[config.mk]
export PLATFORM = sky130hd
export DESIGN_NAME = alu_result_fifo
export DESIGN_NICKNAME = d
export VERILOG_FILES = /design/src/rtl/alu_result_fifo.sv
export SDC_FILE = /design/constraint.sdc
export NUM_CORES = 1
export LEC_CHECK = 0
export BUFFER_PORTS_ARGS = -buffer_cell sky130_fd_sc_hd__buf_2
export CORE_MARGIN = 4
export CORE_UTILIZATION = 59
export DETAILED_ROUTE_END_ITERATION = 8
export GPL_TIMING_DRIVEN = 0
export HOLD_SLACK_MARGIN = 0.15
export PLACE_DENSITY = 0.95
export SLEW_MARGIN = 15
export SYNTH_ARGS = -nofsm -noshare
export SYNTH_HDL_FRONTEND = slang
export SYNTH_SLANG_ARGS = --single-unit
[constraint.sdc]
create_clock -name clk -period 4.1 [get_ports clk]
set_clock_uncertainty 0.2 [all_clocks]
set_input_delay 0.615 -clock clk [delete_from_list [all_inputs] [get_ports clk]]
set_output_delay 0.615 -clock clk [all_outputs]
set_load 0.02 [all_outputs]
[src/rtl/alu_result_fifo.sv]
// First-word fall-through FIFO that buffers ALU results with their opcode and flags.
// Optional sticky carry/overflow tracking is enabled with `define ALU_STICKY_FLAGS_EN.
module alu_result_fifo #(
  parameter int DEPTH = 4,
  parameter int CNTW  = 8
) (
  input  logic                     clk,
  input  logic                     rst,
  input  logic                     in_valid,
  output logic                     in_ready,
  input  logic [5:0]               in_result,
  input  logic [3:0]               in_menu,
  input  logic [3:0]               in_flags,
  output logic                     out_valid,
  input  logic                     out_ready,
  output logic [5:0]               out_result,
  output logic [3:0]               out_menu,
  output logic [3:0]               out_flags,
  output logic [$clog2(DEPTH):0]   level,
  output logic                     full,
  output logic                     empty,
  output logic [CNTW-1:0]          ops_total,
  output logic                     sticky_c,
  output logic                     sticky_v,
  input  logic                     clr_sticky
);

  localparam int AW = $clog2(DEPTH);
  localparam int LW = AW + 1;
  localparam logic [LW-1:0] FULL_LVL = LW'(DEPTH);

  logic [13:0]     r_mem [DEPTH];
  logic [AW-1:0]   r_wr_ptr;
  logic [AW-1:0]   r_rd_ptr;
  logic [LW-1:0]   r_level;
  logic [CNTW-1:0] r_ops;
  logic            w_push;
  logic            w_pop;
  logic [13:0]     w_head;

  // Handshake: a transfer happens on a rising edge when valid and ready are both 1.
  // Ready/valid flags depend only on the registered level, never on the other side's input.
  assign full      = (r_level == FULL_LVL);
  assign empty     = (r_level == '0);
  assign in_ready  = !full;
  assign out_valid = !empty;
  assign level     = r_level;
  assign ops_total = r_ops;

  assign w_push = in_valid & in_ready;
  assign w_pop  = out_valid & out_ready;

  always_ff @(posedge clk or posedge rst) begin
    if (rst) begin
      r_wr_ptr <= '0;
      r_rd_ptr <= '0;
      r_level  <= '0;
      r_ops    <= '0;
    end else begin
      if (w_push) begin
        r_wr_ptr <= r_wr_ptr + AW'(1);
        r_ops    <= r_ops + CNTW'(1);
      end
      if (w_pop) r_rd_ptr <= r_rd_ptr + AW'(1);
      case ({w_push, w_pop})
        2'b10:   r_level <= r_level + LW'(1);
        2'b01:   r_level <= r_level - LW'(1);
        default: r_level <= r_level;
      endcase
    end
  end

  // Storage needs no reset; empty masks whatever it holds.
  always_ff @(posedge clk) begin
    if (w_push) r_mem[r_wr_ptr] <= {in_result, in_menu, in_flags};
  end

  assign w_head     = r_mem[r_rd_ptr];
  assign out_result = empty ? 6'd0 : w_head[13:8];
  assign out_menu   = empty ? 4'd0 : w_head[7:4];
  assign out_flags  = empty ? 4'd0 : w_head[3:0];

`ifdef ALU_STICKY_FLAGS_EN
  logic r_sticky_c;
  logic r_sticky_v;

  // A setting push takes priority over a clear in the same cycle.
  always_ff @(posedge clk or posedge rst) begin
    if (rst) begin
      r_sticky_c <= 1'b0;
      r_sticky_v <= 1'b0;
    end else begin
      if (w_push && in_flags[3]) r_sticky_c <= 1'b1;
      else if (clr_sticky)       r_sticky_c <= 1'b0;
      if (w_push && in_flags[2]) r_sticky_v <= 1'b1;
      else if (clr_sticky)       r_sticky_v <= 1'b0;
    end
  end

  assign sticky_c = r_sticky_c;
  assign sticky_v = r_sticky_v;
`else
  logic w_unused_clr;
  assign w_unused_clr = clr_sticky;
  assign sticky_c     = 1'b0;
  assign sticky_v     = 1'b0;
`endif

endmodule

# Yosys cells after proc, flatten, opt, wreduce, memory -nomap -nowiden

Memory sizes are Yosys's and may differ from the RTL's.
Cells that the tools add are included.

Bitwise operators: 2
Mux-type cells: 6
Reductions and logical operators: 4
Shifts and indexed selects: 0
Equality and inequality tests: 3
$lt $le $gt $ge: 0
$mul: 0
Add/sub/neg operators: 5
Divide/modulo/power cells: 0

Operators by type and width:

| operator                                                              | count |
|---|---|
| 8-bit by 1-bit adder with 8-bit output, second input constant         | 1 |
| 4-bit two-way mux                                                     | 2 |
| 6-bit two-way mux                                                     | 1 |
| 3-bit one-hot mux with 2 select lines                                 | 1 |
| 2-bit by 1-bit adder with 2-bit output, second input constant         | 2 |
| 3-bit by 1-bit adder with 3-bit output, second input constant         | 1 |
| 3-bit equality test, second input constant                            | 1 |
| 3-bit logical NOT                                                     | 1 |
| 3-bit by 1-bit subtractor with 3-bit output, second input constant    | 1 |
| 1-bit AND                                                             | 2 |
| 2-bit by 1-bit equality test with 1-bit output, second input constant | 1 |
| 2-bit equality test, second input constant                            | 1 |
| 1-bit logical NOT                                                     | 2 |
| 1-bit two-way mux                                                     | 2 |
| 2-bit nonzero test                                                    | 1 |

Bits of input ports: 19
Memories: 1
Register bits after elaboration: 15
Bits in latches: 0
RAM bits: 56
Word-level logic and storage cells: 25
ROM bits: 0

Memory list:

| memory | depth | bits a word | rd ports | clocked after Yosys merged registers in | wr ports | RTL line | text |
|---|---|---|---|---|---|---|---|
| r_mem  | 4     | 14          | 1        | 0                                       | 1        | 32       | `logic [13:0] r_mem [DEPTH];` |

# Depth between registers and ports, before layout

Depth in word-level cells: 5
Gate-level depth with buffers: 9
Gate-level depth less buffers: 8

# Worst setup path before layout

OpenSTA, ideal clock, no wires.

Path type: reg-to-reg
From: reg r_level[0] (netlist: level[0])
To: reg r_level[2] (netlist: level[2])
Path slack: 1.801 ns
Path buffers: 0
Library setup time: 0.080 ns
Cell stages (with the launch flop): 9
Arrival: 2.020 ns
Cell sequence: dfrtp_1 or3b_1 nand2_2 ha_1 inv_1 fa_1 xor2_1 nor2_1 xor2_1

Longest elaborated chain between the ends: 5

RTL lines:

| item                                                                                  | RTL line | text |
|---|---|---|
| start, declared                                                                       | 35       | `logic [LW-1:0] r_level;` |
| start signal, assigned                                                                | 66       | `2'b10: r_level <= r_level + LW'(1);` |
| start signal, assigned                                                                | 67       | `2'b01: r_level <= r_level - LW'(1);` |
| start signal, assigned                                                                | 68       | `default: r_level <= r_level;` |
| 3-bit equality test or 3-bit logical NOT (tied branches)                              | 43, 44   |  |
| 1-bit logical NOT (on tied branches)                                                  | 45, 46   |  |
| 1-bit AND (on tied branches)                                                          | 50, 51   |  |
| 2-bit by 1-bit equality test with 1-bit output or 2-bit equality test (tied branches) | 65       | `case ({w_push, w_pop})` |
| 3-bit one-hot mux with 2 select lines or 2-bit nonzero test (tied branches)           | -        |  |

Parallel ways exist; a longest one is shown, timed or not.
A chain may end at the register's enable or synchronous reset.

# Final worst setup path

From: reg r_level[0] (netlist: level[0])
To: out out_menu[2]

Longest elaborated chain between the ends: 2

RTL lines:

| item              | RTL line | text |
|---|---|---|
| 3-bit logical NOT | 44       | `assign empty = (r_level == '0);` |
| 4-bit two-way mux | 80       | `assign out_menu = empty ? 4'd0 : w_head[7:4];` |
| end, declared     | 17       | `output logic [3:0] out_menu,` |

Every way passes these cells.

==> reports/results.tsv <==
metric	value	unit
p_switching	0.951	mW
timing.hold.worst.class	register to register	
numClockSinks	71	
ir_worst_vdd	0.473	mV
power_report.internal_total	1.71	mW
post-dp-hpwl	3550	µm
run_status	complete, no violations	
hp-start	ops_total[7]	
floorplan.initialDensity	61.8	%
rsz_0062_raised_after_global_routing	no	
groute.usage.overall	19.6	%
worstHoldPathCells	1	
nets	245	
synth_async_sr_flop_share	21.1	%
synth_seq_cells	71	
timing.critical_path.to_type	output pin	
dr.pass1.iters	4	
critical_path.top_delay_family	simple AND/OR/NAND/NOR gates	
critical_path_required	3280	ps
root_buf_cell	sky130_fd_sc_hd__clkbuf_8	
combinationalPowerShare	39.6	%
layout-area-overhead-vs-synth	17.3	%
routed_via_density	5.39	
grt_max_degree	16	
clkPwrFrac	20.1	%
synth.top_cell.area_share	56.9	%
fin_total_pwr	2.66	mW
n_antenna_cell	0	
total_leakage_power	1.39	nW
max_slew_margin	49.9	%
clock_tree.buffer_depth	2	
crit_buf_inv	3	
cts_tree	yes	
synth_cell_types	28	
drt_iter0_drc	94	
die-height	78.8	µm
report.final.hold_viol_count	0	
cp_max_fo	10	
clkSlewWorstSetupHoldPaths	70	ps
power_frac_seq	40.3	%
accumulated_negative_setup_slack	0	ps
period_minus_slack	2750	ps
placeable_area	4790	µm²
clk_latency	340	ps
critical-path-max-stage-delay	420	ps
number_of_max_cap_violations	0	
reg2reg_from	level[0]	
buffer_ports.inserted	45	
rr_worst_depth	8	
drtAntennaViolNets	0	
max_clock_freq	363	MHz
numCtsBuffers	9	
gr-total-overflow	0	
grt.met3_usage	6.58	%
criticalPathCategory	register to output pin	
route.final.wire_length	5210	µm
use_met2	31.4	%
post-synth-top-count-cell	sky130_fd_sc_hd__edfxtp_1	
grt_antenna_before_repair	0	
slowest_stage	sky130_fd_sc_hd__dfrtp_1	
worst_r2r_endpoint	level[2]	
wire_per_inst	17.9	µm
fp-row-count	25	
fillerInstances	311	
slew_violations	0	
hold_path_end	ops_total[7]	
post_cts.resized_instances	0	
route.vias.total	1568	
pin_count	50	
grt_first_pass_wirelength	8760	µm
avgSynthCellArea	18.4	µm²
setup_viol_count_final	0	
yosys-top-cells-count	sky130_fd_sc_hd__edfxtp_1, sky130_fd_sc_hd__and2_1, sky130_fd_sc_hd__dfrtp_1	
syn-instance-count	161	
crit_cells	5	
via_count_of_the_first_global_routing_pass	1683	
finalCritPeriodShare	67.2	%
synthFlopType	sky130_fd_sc_hd__edfxtp_1	
finalWeightedCongestion	0.785	
power_switching_share	35.7	%
startpoint_type	register	
power_density	768	nW/µm²
remaining_drc_errors	0	
floorplan.die_area	6210	µm²
worst_path_arrival_time	1940	ps
final_layout_size_suffix_gt1_share	34.8	%
yosysTopAreaCell	sky130_fd_sc_hd__edfxtp_1	
die_x	78.8	µm
htreeDepth	3	
tightestPinTransition	752	ps
yosys_warn_count	0	
use_met1	24.5	%
timing.reg2reg.setup_slack	1740	ps
synth.yosys.seq_area_share	69.6	%
critical_path.cell_chain	or3_1 -> clkbuf_2 -> clkbuf_1 -> and2_1 -> buf_2	
ys_top_cells_by_area	sky130_fd_sc_hd__edfxtp_1, sky130_fd_sc_hd__dfrtp_1, sky130_fd_sc_hd__mux4_2	
synth_edf_count	56	
global_route_hottest_layer	met2	
syn-cell-area	2960	µm²
==> cell families after synthesis <==
family	after synthesis	share of synthesized area (%)
DFF	71	69.6
and+or+nand+nor	35	7.28
buffers and inverters	17	3.39
muxes	17	12.5
xor gates and xnor gates	13	3.85
adders and majority gates	7	3.22
other	1	0.127
==> state kept, by name, indices dropped and copies added, names as in the netlist <==
| signal | flops |
|---|---|
| r_wr_ptr | 2 |
| r_rd_ptr | 2 |
| level | 3 |
| ops_total | 8 |
| r_mem | 56 |
==> worst reg2reg max path, stage by stage, from the launching register on <==
cell and delay [ps]:
sky130_fd_sc_hd__dfrtp_1 420, sky130_fd_sc_hd__or3b_1 440, sky130_fd_sc_hd__nand2_2 170, sky130_fd_sc_hd__ha_1 200, sky130_fd_sc_hd__inv_1 60, sky130_fd_sc_hd__fa_1 380, sky130_fd_sc_hd__xor2_1 150, sky130_fd_sc_hd__nor2_1 120
sky130_fd_sc_hd__xor2_1 150
==> layout by cell type (no fill, tap or decap), types with 4 or more instances in the layout <==
cell type / synthesis / layout
sky130_fd_sc_hd__nand3_1: 6 / 6
sky130_fd_sc_hd__mux4_2: 8 / 8
sky130_fd_sc_hd__inv_1: 8 / 8
sky130_fd_sc_hd__clkbuf_8: 0 / 9
sky130_fd_sc_hd__ha_1: 6 / 6
sky130_fd_sc_hd__buf_2: 3 / 48
sky130_fd_sc_hd__edfxtp_1: 56 / 56
sky130_fd_sc_hd__dfrtp_1: 15 / 15
sky130_fd_sc_hd__mux4_1: 6 / 6
sky130_fd_sc_hd__xnor2_1: 9 / 9
sky130_fd_sc_hd__and3_1: 7 / 7
sky130_fd_sc_hd__xor2_1: 4 / 4
sky130_fd_sc_hd__and2_1: 15 / 15
==> through the flow <==
| stage | instances | cell area (µm²) | util (%) | hold slack, ps | worst slack, ps |
|---|---|---|---|---|---|
| final | 291 | 3470 | 72.4 | 273 | 1350 |
| after global routing | 291 | 3470 | 72.4 | 264 | 1200 |
| after CTS | 291 | 3470 | 72.4 | 275 | 1310 |
| after detailed placement | 274 | 3270 | 68.3 | 265 | 1710 |
| after global placement | 274 | 3270 | 68.3 | 258 | 1740 |
| after floorplan | 162 | 2960 | - | 298 | 1800 |
==> power groups by stage <==
stage	combinational (mW)	clock, mW	sequential [mW]
floorplan	0.712	0	1.11
global placement	1.03	0	1.07
detailed placement	1.07	0	1.09
CTS	1.07	0.544	1.08
global route	1.15	0.583	1.09
finish	1.05	0.536	1.07
==> how the worst max path moves through the flow <==
| stage | slack [ps] | end | start |
|---|---|---|---|
| floorplan | 1800 | level[2] | level[0] |
| CTS | 1310 | out_result[3] | level[0] |
| global placement | 1740 | out_result[3] | level[0] |
| global route | 1200 | out_menu[2] | level[0] |
| finish | 1350 | out_menu[2] | level[0] |
| detailed placement | 1710 | level[2] | level[0] |
==> cell type report <==
| cell class | instances | area, µm² | area share [%] |
|---|---|---|---|
| Clock buffer | 10 | 128 | 3.68 |
| Timing Repair Buffer | 46 | 235 | 6.79 |
| Clock inverter | 6 | 60.1 | 1.73 |
| Tap cell | 67 | 83.8 | 2.42 |
| Inverter | 8 | 30.0 | 0.866 |
| Sequential cell | 71 | 2060 | 59.4 |
| Multi-Input combinational cell | 74 | 802 | 23.1 |
| Buffer | 9 | 70.1 | 2.02 |
==> layer usage <==
| metal | up-vias | part of all wire (%) | routed length [µm] |
|---|---|---|---|
| met5 | - | 0 | 0 |
| met4 | 0 | 1.1 | 59 |
| met3 | 8 | 5.6 | 293 |
| met2 | 47 | 53 | 2780 |
| met1 | 792 | 40 | 2080 |
| li1 | 721 | - | - |
==> repair_timing <==
action,in CTS,in global routing
hold buffers,1,0
setup buffers,0,0
hold endpoints to repair,15,0
(Power assumes the default switching activity.)
